## config.mk

```make
export PLATFORM = sky130hd
export DESIGN_NAME = if_stage
export DESIGN_NICKNAME = d
export VERILOG_FILES = /design/src/rtl/if_stage.sv
export SDC_FILE = /design/constraint.sdc
export NUM_CORES = 1
export LEC_CHECK = 0
export ABC_AREA = 1
export BUFFER_PORTS_ARGS = -buffer_cell sky130_fd_sc_hd__buf_4
export CORE_AREA = 2 2 94 96
export CTS_CLUSTER_SIZE = 20
export DETAILED_ROUTE_END_ITERATION = 16
export DIE_AREA = 0 0 96 98
export PLACE_DENSITY = 0.84
export SLEW_MARGIN = 40
export SYNTH_ARGS = -nofsm -noshare
export SYNTH_HDL_FRONTEND = slang
export SYNTH_SLANG_ARGS = --single-unit
```

## constraint.sdc

```tcl
create_clock -name clk -period 1.95 [get_ports clk]
set_input_delay 0.39 -clock clk [delete_from_list [all_inputs] [get_ports clk]]
set_output_delay 0.39 -clock clk [all_outputs]
set_load 0.005 [all_outputs]
```

## src/rtl/if_stage.sv

```systemverilog
// Instruction-fetch stage: program counter plus the IF/ID pipeline register.
// Optional halt-on-opcode support is compiled in when IF_HALT_EN is defined.
module if_stage #(
    parameter logic [31:0] PC_RESET   = 32'd0,
    parameter logic [5:0]  HLT_OPCODE = 6'b111111
) (
    input  logic        clk,
    input  logic        rst,
    output logic [31:0] imem_addr,
    input  logic [31:0] imem_data,
    input  logic        stall,
    input  logic        branch_taken,
    input  logic [31:0] branch_target,
    output logic [31:0] if_id_instr,
    output logic [31:0] if_id_npc,
    output logic        if_id_valid
`ifdef IF_HALT_EN
    ,
    output logic        halted
`endif
);

    logic [31:0] pc_q, pc_d, pc_inc;
    logic [31:0] instr_q, instr_d;
    logic [31:0] npc_q, npc_d;
    logic        valid_q, valid_d;

`ifdef IF_HALT_EN
    logic        halted_q, halted_d;
    logic        is_hlt;

    assign is_hlt = (imem_data[31:26] == HLT_OPCODE);
    assign halted = halted_q;
`endif

    assign pc_inc      = pc_q + 32'd1;
    assign imem_addr   = pc_q;
    assign if_id_instr = instr_q;
    assign if_id_npc   = npc_q;
    assign if_id_valid = valid_q;

    // Branch outranks stall so a redirect is never lost behind a hazard hold.
    always_comb begin
        pc_d    = pc_q;
        instr_d = instr_q;
        npc_d   = npc_q;
        valid_d = valid_q;
`ifdef IF_HALT_EN
        halted_d = halted_q;
`endif
        if (branch_taken) begin
            pc_d    = branch_target;
            instr_d = 32'd0;
            npc_d   = 32'd0;
            valid_d = 1'b0;
`ifdef IF_HALT_EN
            halted_d = 1'b0;
`endif
        end else if (!stall) begin
`ifdef IF_HALT_EN
            if (halted_q) begin
                // Parked after HLT: PC frozen, IF/ID drained to a bubble.
                instr_d = 32'd0;
                valid_d = 1'b0;
            end else begin
                instr_d  = imem_data;
                npc_d    = pc_inc;
                valid_d  = 1'b1;
                pc_d     = pc_inc;
                halted_d = is_hlt;
            end
`else
            instr_d = imem_data;
            npc_d   = pc_inc;
            valid_d = 1'b1;
            pc_d    = pc_inc;
`endif
        end
    end

    always_ff @(posedge clk) begin
        if (rst) begin
            pc_q    <= PC_RESET;
            instr_q <= 32'd0;
            npc_q   <= 32'd0;
            valid_q <= 1'b0;
`ifdef IF_HALT_EN
            halted_q <= 1'b0;
`endif
        end else begin
            pc_q    <= pc_d;
            instr_q <= instr_d;
            npc_q   <= npc_d;
            valid_q <= valid_d;
`ifdef IF_HALT_EN
            halted_q <= halted_d;
`endif
        end
    end

endmodule

```

Word-level counts from Yosys, hierarchy flattened
Cells that the tools add are included.

Logic and storage cells: 9. Flip-flop bits (word level): 97. Input port bits: 68.

Multiplexer cells: 2. Reduce and logical (&&, ||, !) cells: 1. Eq/ne operators: 1. Add/subtract/negate cells: 1.

Operator list (number): $mux 32 (2); $add 32x1->32 const B (1); $ne 2x1->1 const B (1); $reduce_or 2->1 (1).

Depth between registers and ports, before layout
Gate-level depths: netlist of run 1.

Depth in word-level cells: 3. Gate-level depth with buffers: 9. Mapped depth without buffers: 9.

Least setup slack after synthesis of run 1
No wires, ideal clock.

Path kind: flip-flop to flip-flop. From: register pc_q[0] (netlist: imem_addr[0]). To: register npc_q[22] (netlist: if_id_npc[22]). Cell stages (with the launch flop): 9. Setup time: 0.115 ns. Period minus slack after synthesis: 1.371 ns. Slack: 0.579 ns. Data arrival time: 1.256 ns. Cells stage by stage: dfxtp_1 -> ha_1 -> nand2_1 -> nor2_4 -> nand2_4 -> nor2_4 -> nand4_1 -> nand3_1 -> nand2_1.

Longest elaborated chain between the ends: 1.

Ends and longest elaborated chain: start: declaration (line 23) `logic [31:0] pc_q, pc_d, pc_inc;`; start signal: assignment (line 91) `pc_q <= pc_d;`; $add 32x1->32 (line 36) `assign pc_inc = pc_q + 32'd1;`; end signal: assignment (line 93) `npc_q <= npc_d;`; end: declaration (line 25) `logic [31:0] npc_q, npc_d;`.

Every way passes these cells. A chain may end at the register's enable or synchronous reset.

Final worst setup path of run 1
From: register pc_q[1] (netlist: imem_addr[1]). To: register npc_q[30] (netlist: if_id_npc[30]).

The elaborated chain is that of the path after synthesis.

==> run metrics, run 1 <==
clock power share 31.2%; CP Data Arrival Time around 1800 ps; IO Port Bufs between 150 and 200; Max VDD drop around 500 µV; Max Cap Viol 0; dpl cell area 5710 µm²; antenna cell count 0; clock-pin slew on the worst setup and hold paths about 100 ps; CP Class flop to flop; pre-CTS setup slack 374 ps; Worst Max-Slew Pin Slew 518 ps; Period Utilization, post-route 81.6%; Core Box Area around 8500 µm²; post-cts sizing count 0; Hold Path End if_id_instr[31]; initial antenna violation count 0; vias in the first global route 4,453; Netlist cell types 30; crit-path cells ha_1, nand2_1, nor2_4, nand2_4, nor2_4, nand3_1, nand3_1, nand2_1; Clock Skews 9.16 ps; relative slew slack 65.4%; final hold violations 0; sequential fraction of the synthesis area 44.3%; Hold Slack 270 ps; worst r2r src imem_addr[1]; Post-CTS Setup Inserts 0; top cell family by delay on the critical path simple AND/OR/NAND/NOR gates; P_sw about 1.1 mW; Synth Area in Compound Gates between 10% and 20%; CP peak stage delay 410 ps; hold buffer count at CTS 0; Int Pwr 2.79 mW; RSZ-0062 raised after global routing no; startpoint class of the critical path flop; clk root buf clkbuf_8; Synth top area share 44.3%; Syn. warnings 0; Worst R2R Setup Slack around 360 ps; insertion delay to the later sink of the worst-skew pair between 300 and 400 ps; Syn Nets around 720; Hold Crit Class input port to flop; synthesized area 4380 µm²; fin util 69.5%; Max Clk Rate ~630 MHz; TritonCTS buffer count 9; Chip Width 96 µm; DR vias 4,831; cell accounting for the most synthesized area dfxtp_1; count of non-filler cells in the finished layout 925; clk buf depth 2; setup TNS 0 ps; most frequent cells in the layout nand2_1 (287), buf_4 (172), dfxtp_1 (97); layout cell share with drive strength beyond 1 25.8%; WP data required 2200 ps; top cells by area, synth dfxtp_1 (44%), nand2_1 (25%), nand3_1 (5.3%); maximum number of pins on one net before global-route repair 33; Starting Density 51.8%; register share of total power 55.5%; Pwr Density 654 nW/µm²; final setup margin 360 ps; Avg Inst Size Synth between 6 and 7 µm²; overall power 3.85 mW; worst reg2reg path depth 8; Via-to-Cell Ratio around 5.2; CP max stage cell dfxtp_1; Post-DP HPWL 9810 µm; max-slew violation count 0; main combinational cell family by area after synthesis simple AND/OR/NAND/NOR gates; Nets about 880; Die Footprint 9410 µm²; post-route cell area 5890 µm²; Final ANT Viol Nets 0; Post-Synth Simple-Gate Area 37.9%; final setup fails 0; grt total ovfl 0; Hold Startpoint imem_data[31]; Gate power share 13.3%; FF+latch count, synth 97; crit-path max FO 6; I/O pin total between 150 and 200; H-tree Lvls 3; first-pass GRT wire length 20,500 µm; Final min period 1590 ps; xor and xnor area share after synthesis 0.200%; mux contribution to synthesized area 0%; CP Buf/Inv Count 0; wire per inst 13.8 µm; Synth Area in Adders less than 1%; final wirelength 12,800 µm; routability cong. approximately 1; Syn Inst Count 654; status finished, final reports clean; site row count 34; DRC Markers 0; leading cell type in the layout, fill and taps excluded nand2_1; 1st-iter DRT viols 298; die height 98 µm; 1st-pass router iterations 5; hold path cells 2; Reg2Reg Capture Point if_id_npc[30]; switching share of total power 27.5%; Area growth, synth to finish 34.3%; Placed Cells 909; CTS tree yes; gr usage total 27.0%; CTS Sinks 97; Static Leak 2.96 nW; CP Capture Type flop
==> cells in the mapped netlist <==
cell / instances
nand2_4: 1
buf_1: 1
nor2_2: 7
nand4_1: 6
o21ai_0: 37
clkbuf_1: 16
inv_1: 46
buf_4: 1
or2_2: 1
a22o_1: 3
ha_1: 1
inv_2: 3
clkinv_1: 1
a21oi_1: 38
buf_2: 6
nand2_2: 1
inv_4: 1
nor2_1: 32
xor2_1: 1
buf_6: 1
o211ai_1: 2
nand3_1: 46
nor3_1: 1
nand2_1: 287
clkbuf_2: 1
nor2_4: 6
o21ai_1: 6
dfxtp_1: 97
nand3b_1: 2
nor2_8: 2
==> power groups by stage <==
stage          logic [mW]  registers, mW  clock network (mW)
6_report            0.510           2.14                1.20
5_1_grt             0.564           2.15                1.29
4_1_cts             0.511           2.13                1.22
3_5_place_dp        0.510           2.18                   0
3_3_place_gp        0.498           2.18                   0
2_1_floorplan       0.221           2.17                   0
==> layout make-up <==
cell class                 count  area, µm²
sequential                    97       1940
tap                          108        135
clock inverter                 7       51.3
clock buffer                   9        124
multi-input combinational    480       2130
timing repair buffer         173       1310
inverter                      51        194
fill                         734       2580
==> worst max-delay path by stage <==
| stage | start | to | cells past startpoint |
|---|---|---|---|
| floorplan | imem_addr[0] | if_id_npc[22] | 8 |
| global placement | branch_taken | if_id_npc[3] | 8 |
| detailed placement | imem_addr[0] | if_id_npc[30] | 8 |
| CTS | imem_addr[0] | imem_addr[30] | 8 |
| global route | imem_addr[12] | if_id_npc[29] | 7 |
| finish | imem_addr[1] | if_id_npc[30] | 8 |
==> flip-flops by register name (all words and copies together) (netlist names) <==
signal	flops
if_id_valid	1
if_id_instr	32
if_id_npc	32
imem_addr	32
==> layer usage <==
layer | wire length, µm | GRT usage (%) | vias up
li1 | - | - | 2376
met1 | 5200 | 33.9 | 2204
met2 | 6240 | 45.8 | 232
met3 | 1140 | 6.79 | 19
met4 | 179 | 6.70 | 0
met5 | 0 | 0 | -
==> cells by family after synthesis <==
kind of cell | Yosys count
flops | 97
xor+xnor | 1
simple gates | 392
buf+inv | 77
fa+ha+maj | 1
compound gates | 86
(Power assumes the default switching activity.)
==> inputs of run 2 (changes only) <==
--- a/config.mk
+++ b/config.mk
@@ -5,13 +5,13 @@
 export SDC_FILE = /design/constraint.sdc
 export NUM_CORES = 1
 export LEC_CHECK = 0
-export ABC_AREA = 1
+export ABC_AREA = 0
 export BUFFER_PORTS_ARGS = -buffer_cell sky130_fd_sc_hd__buf_4
-export CORE_AREA = 2 2 94 96
+export CORE_AREA = 2 2 104 106
 export CTS_CLUSTER_SIZE = 20
 export DETAILED_ROUTE_END_ITERATION = 16
-export DIE_AREA = 0 0 96 98
-export PLACE_DENSITY = 0.84
+export DIE_AREA = 0 0 106 108
+export PLACE_DENSITY = 0.75
 export SLEW_MARGIN = 40
 export SYNTH_ARGS = -nofsm -noshare
 export SYNTH_HDL_FRONTEND = slang
==> constraint.sdc (replaced) <==
create_clock -name clk -period 1.4 [get_ports clk]
set_input_delay 0.28 -clock clk [delete_from_list [all_inputs] [get_ports clk]]
set_output_delay 0.28 -clock clk [all_outputs]
set_load 0.005 [all_outputs]
==> run 2 against run 1 <==
  * The flow now finishes with violations (negative setup slack)
  * Die area up 22%
  * Clock skew shrank 4.9 ps
  * Total power increased by 63%
  * Critical path type unchanged
  * Largest cell class unchanged
  * Largest power group unchanged
==> run metrics, run 2 <==
final hold violations 0 (unchanged); Worst R2R Setup Slack -510 ps (-870 ps); Max Clk Rate 524 MHz (-17%); post-route cell area 7800 µm² (+33%); Final ANT Viol Nets 0 (unchanged); vias in the first global route 4,842 (+8.7%); Core Box Area 10,200 µm² (+21%); Hold Startpoint imem_data[25]; 1st-pass router iterations 5 (unchanged); startpoint class of the critical path flop; routability cong. 0.903 (-7.2%); Chip Width 106 µm (+10%); clk root buf clkbuf_8; CP Capture Type flop; Max Cap Viol 0 (unchanged); most frequent cell after synthesis dfxtp_1; DR vias 5,135 (+6.3%); Final min period 1910 ps (+320 ps); gr usage total 28.0% (+0.98 points); gr busiest metal met2; top cells by area, synth dfxtp_1 (43%), xnor2_1 (7.9%), mux2i_1 (7.7%); CP Class flop to flop; TritonCTS buffer count 9 (unchanged); register share of total power 47.7% (-7.8 points); worst r2r src imem_addr[7]; first-pass GRT wire length 24,900 µm (+21%); Hold Slack 126 ps (-144 ps); Gate power share 19.0% (+5.7 points); Netlist cell types 43 (+43%); Die Footprint 11,400 µm² (+22%); die height 108 µm (+10%); site row count 37 (+8.8%); Avg Inst Size Synth 8.71 µm² (+30%); clk buf depth 2 (unchanged); hold path cells 3 (+1); Period Utilization, post-route 136% (+55 points); leading cell type in the layout, fill and taps excluded buf_4; 1st-iter DRT viols 435 (+46%); Pwr Density 804 nW/µm² (+23%); clock-pin slew on the worst setup and hold paths 100 ps (about the same); met1 Use GR 32.5% (-1.4 points); Fill cells 650 (-11%); Synth top cells by count dfxtp_1 (97), nor2_1 (82), a21oi_1 (41), xnor2_1 (41), mux2i_1 (35); layout cell share with drive strength beyond 1 52.0% (+26 points); WP data required 1660 ps (-540 ps); Starting Density 44.4% (-7.3 points); Static Leak 3.63 nW (+23%); CP Data Arrival Time 2170 ps (+330 ps); maximum number of pins on one net before global-route repair 52 (+58%); Post-synth ARST share 0% (unchanged); final setup fails 55 (+55); Syn Nets 591 (-18%); Synth top area share 42.7% (-1.6 points); Worst Max-Slew Pin Slew 392 ps (-126 ps); most frequent cells in the layout buf_4 (247), dfxtp_1 (74), nor2_1 (73); Post-DP HPWL 11,100 µm (+13%); final wirelength 18,300 µm (+43%); final setup margin -510 ps (-870 ps); failing checks negative setup slack; status finished, violations left; synthesized area 4550 µm² (+3.8%); insertion delay to the later sink of the worst-skew pair 380 ps (+30 ps); clock power share 33.3% (+2.1 points); Syn Inst Count 522 (-20%); wire per inst 19.9 µm (+44%); cell accounting for the most synthesized area dfxtp_1; Post-synth EDFFs 0 (unchanged); Syn. warnings 0 (unchanged); I/O pin total 165 (unchanged); Reg2Reg Capture Point if_id_npc[27]; crit-path max FO 7 (+1); P_sw 1.72 mW (+63%); Hold Crit Class input port to flop; met3 usage 5.30% (-1.5 points); Int Pwr 4.55 mW (+63%); max-slew violation count 0 (unchanged); CTS tree yes; switching share of total power 27.4% (-0.090 points); grt total ovfl 0 (unchanged); relative slew slack 73.9% (+8.5 points); Max VDD drop 565 µV (+13%); DRC Markers 0 (unchanged); Area growth, synth to finish 71.7%; Hold Path End if_id_instr[25]; sequential fraction of the synthesis area 42.7% (-1.6 points); M2 GR Usage 49.9% (+4.1 points); RSZ-0062 raised after global routing yes; Most used DFF post-synth dfxtp_1; IO Port Bufs 164 (unchanged); dpl cell area 6670 µm² (+17%); Clock Skews 4.29 ps (-4.88 ps); worst reg2reg path depth 7 (-1); CTS Sinks 97 (unchanged); initial antenna violation count 0 (unchanged); Nets 846 (-4.0%); antenna cell count 0 (unchanged); Via-to-Cell Ratio 5.59 (+7.1%); FF+latch count, synth 97 (unchanged); H-tree Lvls 3 (unchanged)
[run 2: changes by cell type after synthesis, moves of 19 or more]
cell / change
nand2_1: -254
nor2_1: +50
inv_1: -41
xnor2_1: +41
nand3_1: -36
mux2i_1: +35
a211oi_1: +19
[run 2: layout make-up]
| type | instances | area, µm² | area share [%] |
|---|---|---|---|
| sequential | 97 | 1990 | 25.5 |
| multi-input combinational | 373 | 2970 | 38.1 |
| tap | 136 | 170 | 2.18 |
| clock inverter | 5 | 87.6 | 1.12 |
| clock buffer | 11 | 131 | 1.68 |
| timing repair buffer | 290 | 2430 | 31.1 |
| inverter | 6 | 22.5 | 0.289 |
[run 2: layer usage]
| layer | wire (µm) | up-vias |
|---|---|---|
| met5 | 0 | - |
| met2 | 9610 | 290 |
| met4 | 930 | 0 |
| met1 | 6480 | 2466 |
| met3 | 1290 | 70 |
| li1 | - | 2309 |
[run 2: how the worst max path moves through the flow]
stage          slack, ps            end  cells past startpoint           from
3_5_place_dp        -430  imem_addr[27]                      6   imem_addr[5]
4_1_cts             -340  imem_addr[31]                      6   imem_addr[6]
5_1_grt             -520  if_id_npc[27]                      7   imem_addr[6]
2_1_floorplan       -410  imem_addr[22]                      7  imem_addr[12]
3_3_place_gp        -340  imem_addr[27]                      6  imem_addr[11]
6_report            -510  if_id_npc[27]                      7   imem_addr[7]
[run 2: timing repair]
action,4_1_cts,5_1_grt
cloned,0,1
pin swaps,59,48
buffers inserted,24,19
hold buffers,0,0
gates resized for setup,84,51
endpoints found under the setup margin,59,62
[run 2: critical path: stages (launching register included)]
cell       delay, ps
dfxtp_4          390
nand4_1          190
or3_4            420
clkbuf_16        200
buf_6            120
nor3_4           160
xnor2_1          190
a21oi_1          120
[run 2: through the flow]
| stage | TNS (ps) | power [mW] | instances | setup WS, ps | util, % |
|---|---|---|---|---|---|
| floorplan | -9000 | 3.53 | 522 | -407 | - |
| detailed placement | -11830 | 4.11 | 865 | -431 | 65.1 |
| global route | -18120 | 6.46 | 918 | -519 | 76.3 |
| global placement | -9460 | 4.08 | 865 | -339 | 65.1 |
| finish | -15350 | 6.27 | 918 | -510 | 76.3 |
| CTS | -9990 | 6.17 | 901 | -342 | 72.5 |
[run 2: kinds of logic after synthesis]
group	Yosys count	share of synthesized area, %
compound gates	92	11.8
xor+xnor	56	10.8
fa+ha+maj	1	0.275
buf+inv	52	6.47
flops	97	42.7
mux	35	7.71
simple gates	189	20.3
[run 2: power groups by stage]
stage | clock network, mW | registers, mW | logic, mW
floorplan | 0 | 3.06 | 0.470
global placement | 0 | 3.04 | 1.04
finish | 2.09 | 2.99 | 1.19
global route | 2.19 | 3.01 | 1.27
detailed placement | 0 | 3.05 | 1.06
CTS | 2.08 | 2.98 | 1.11
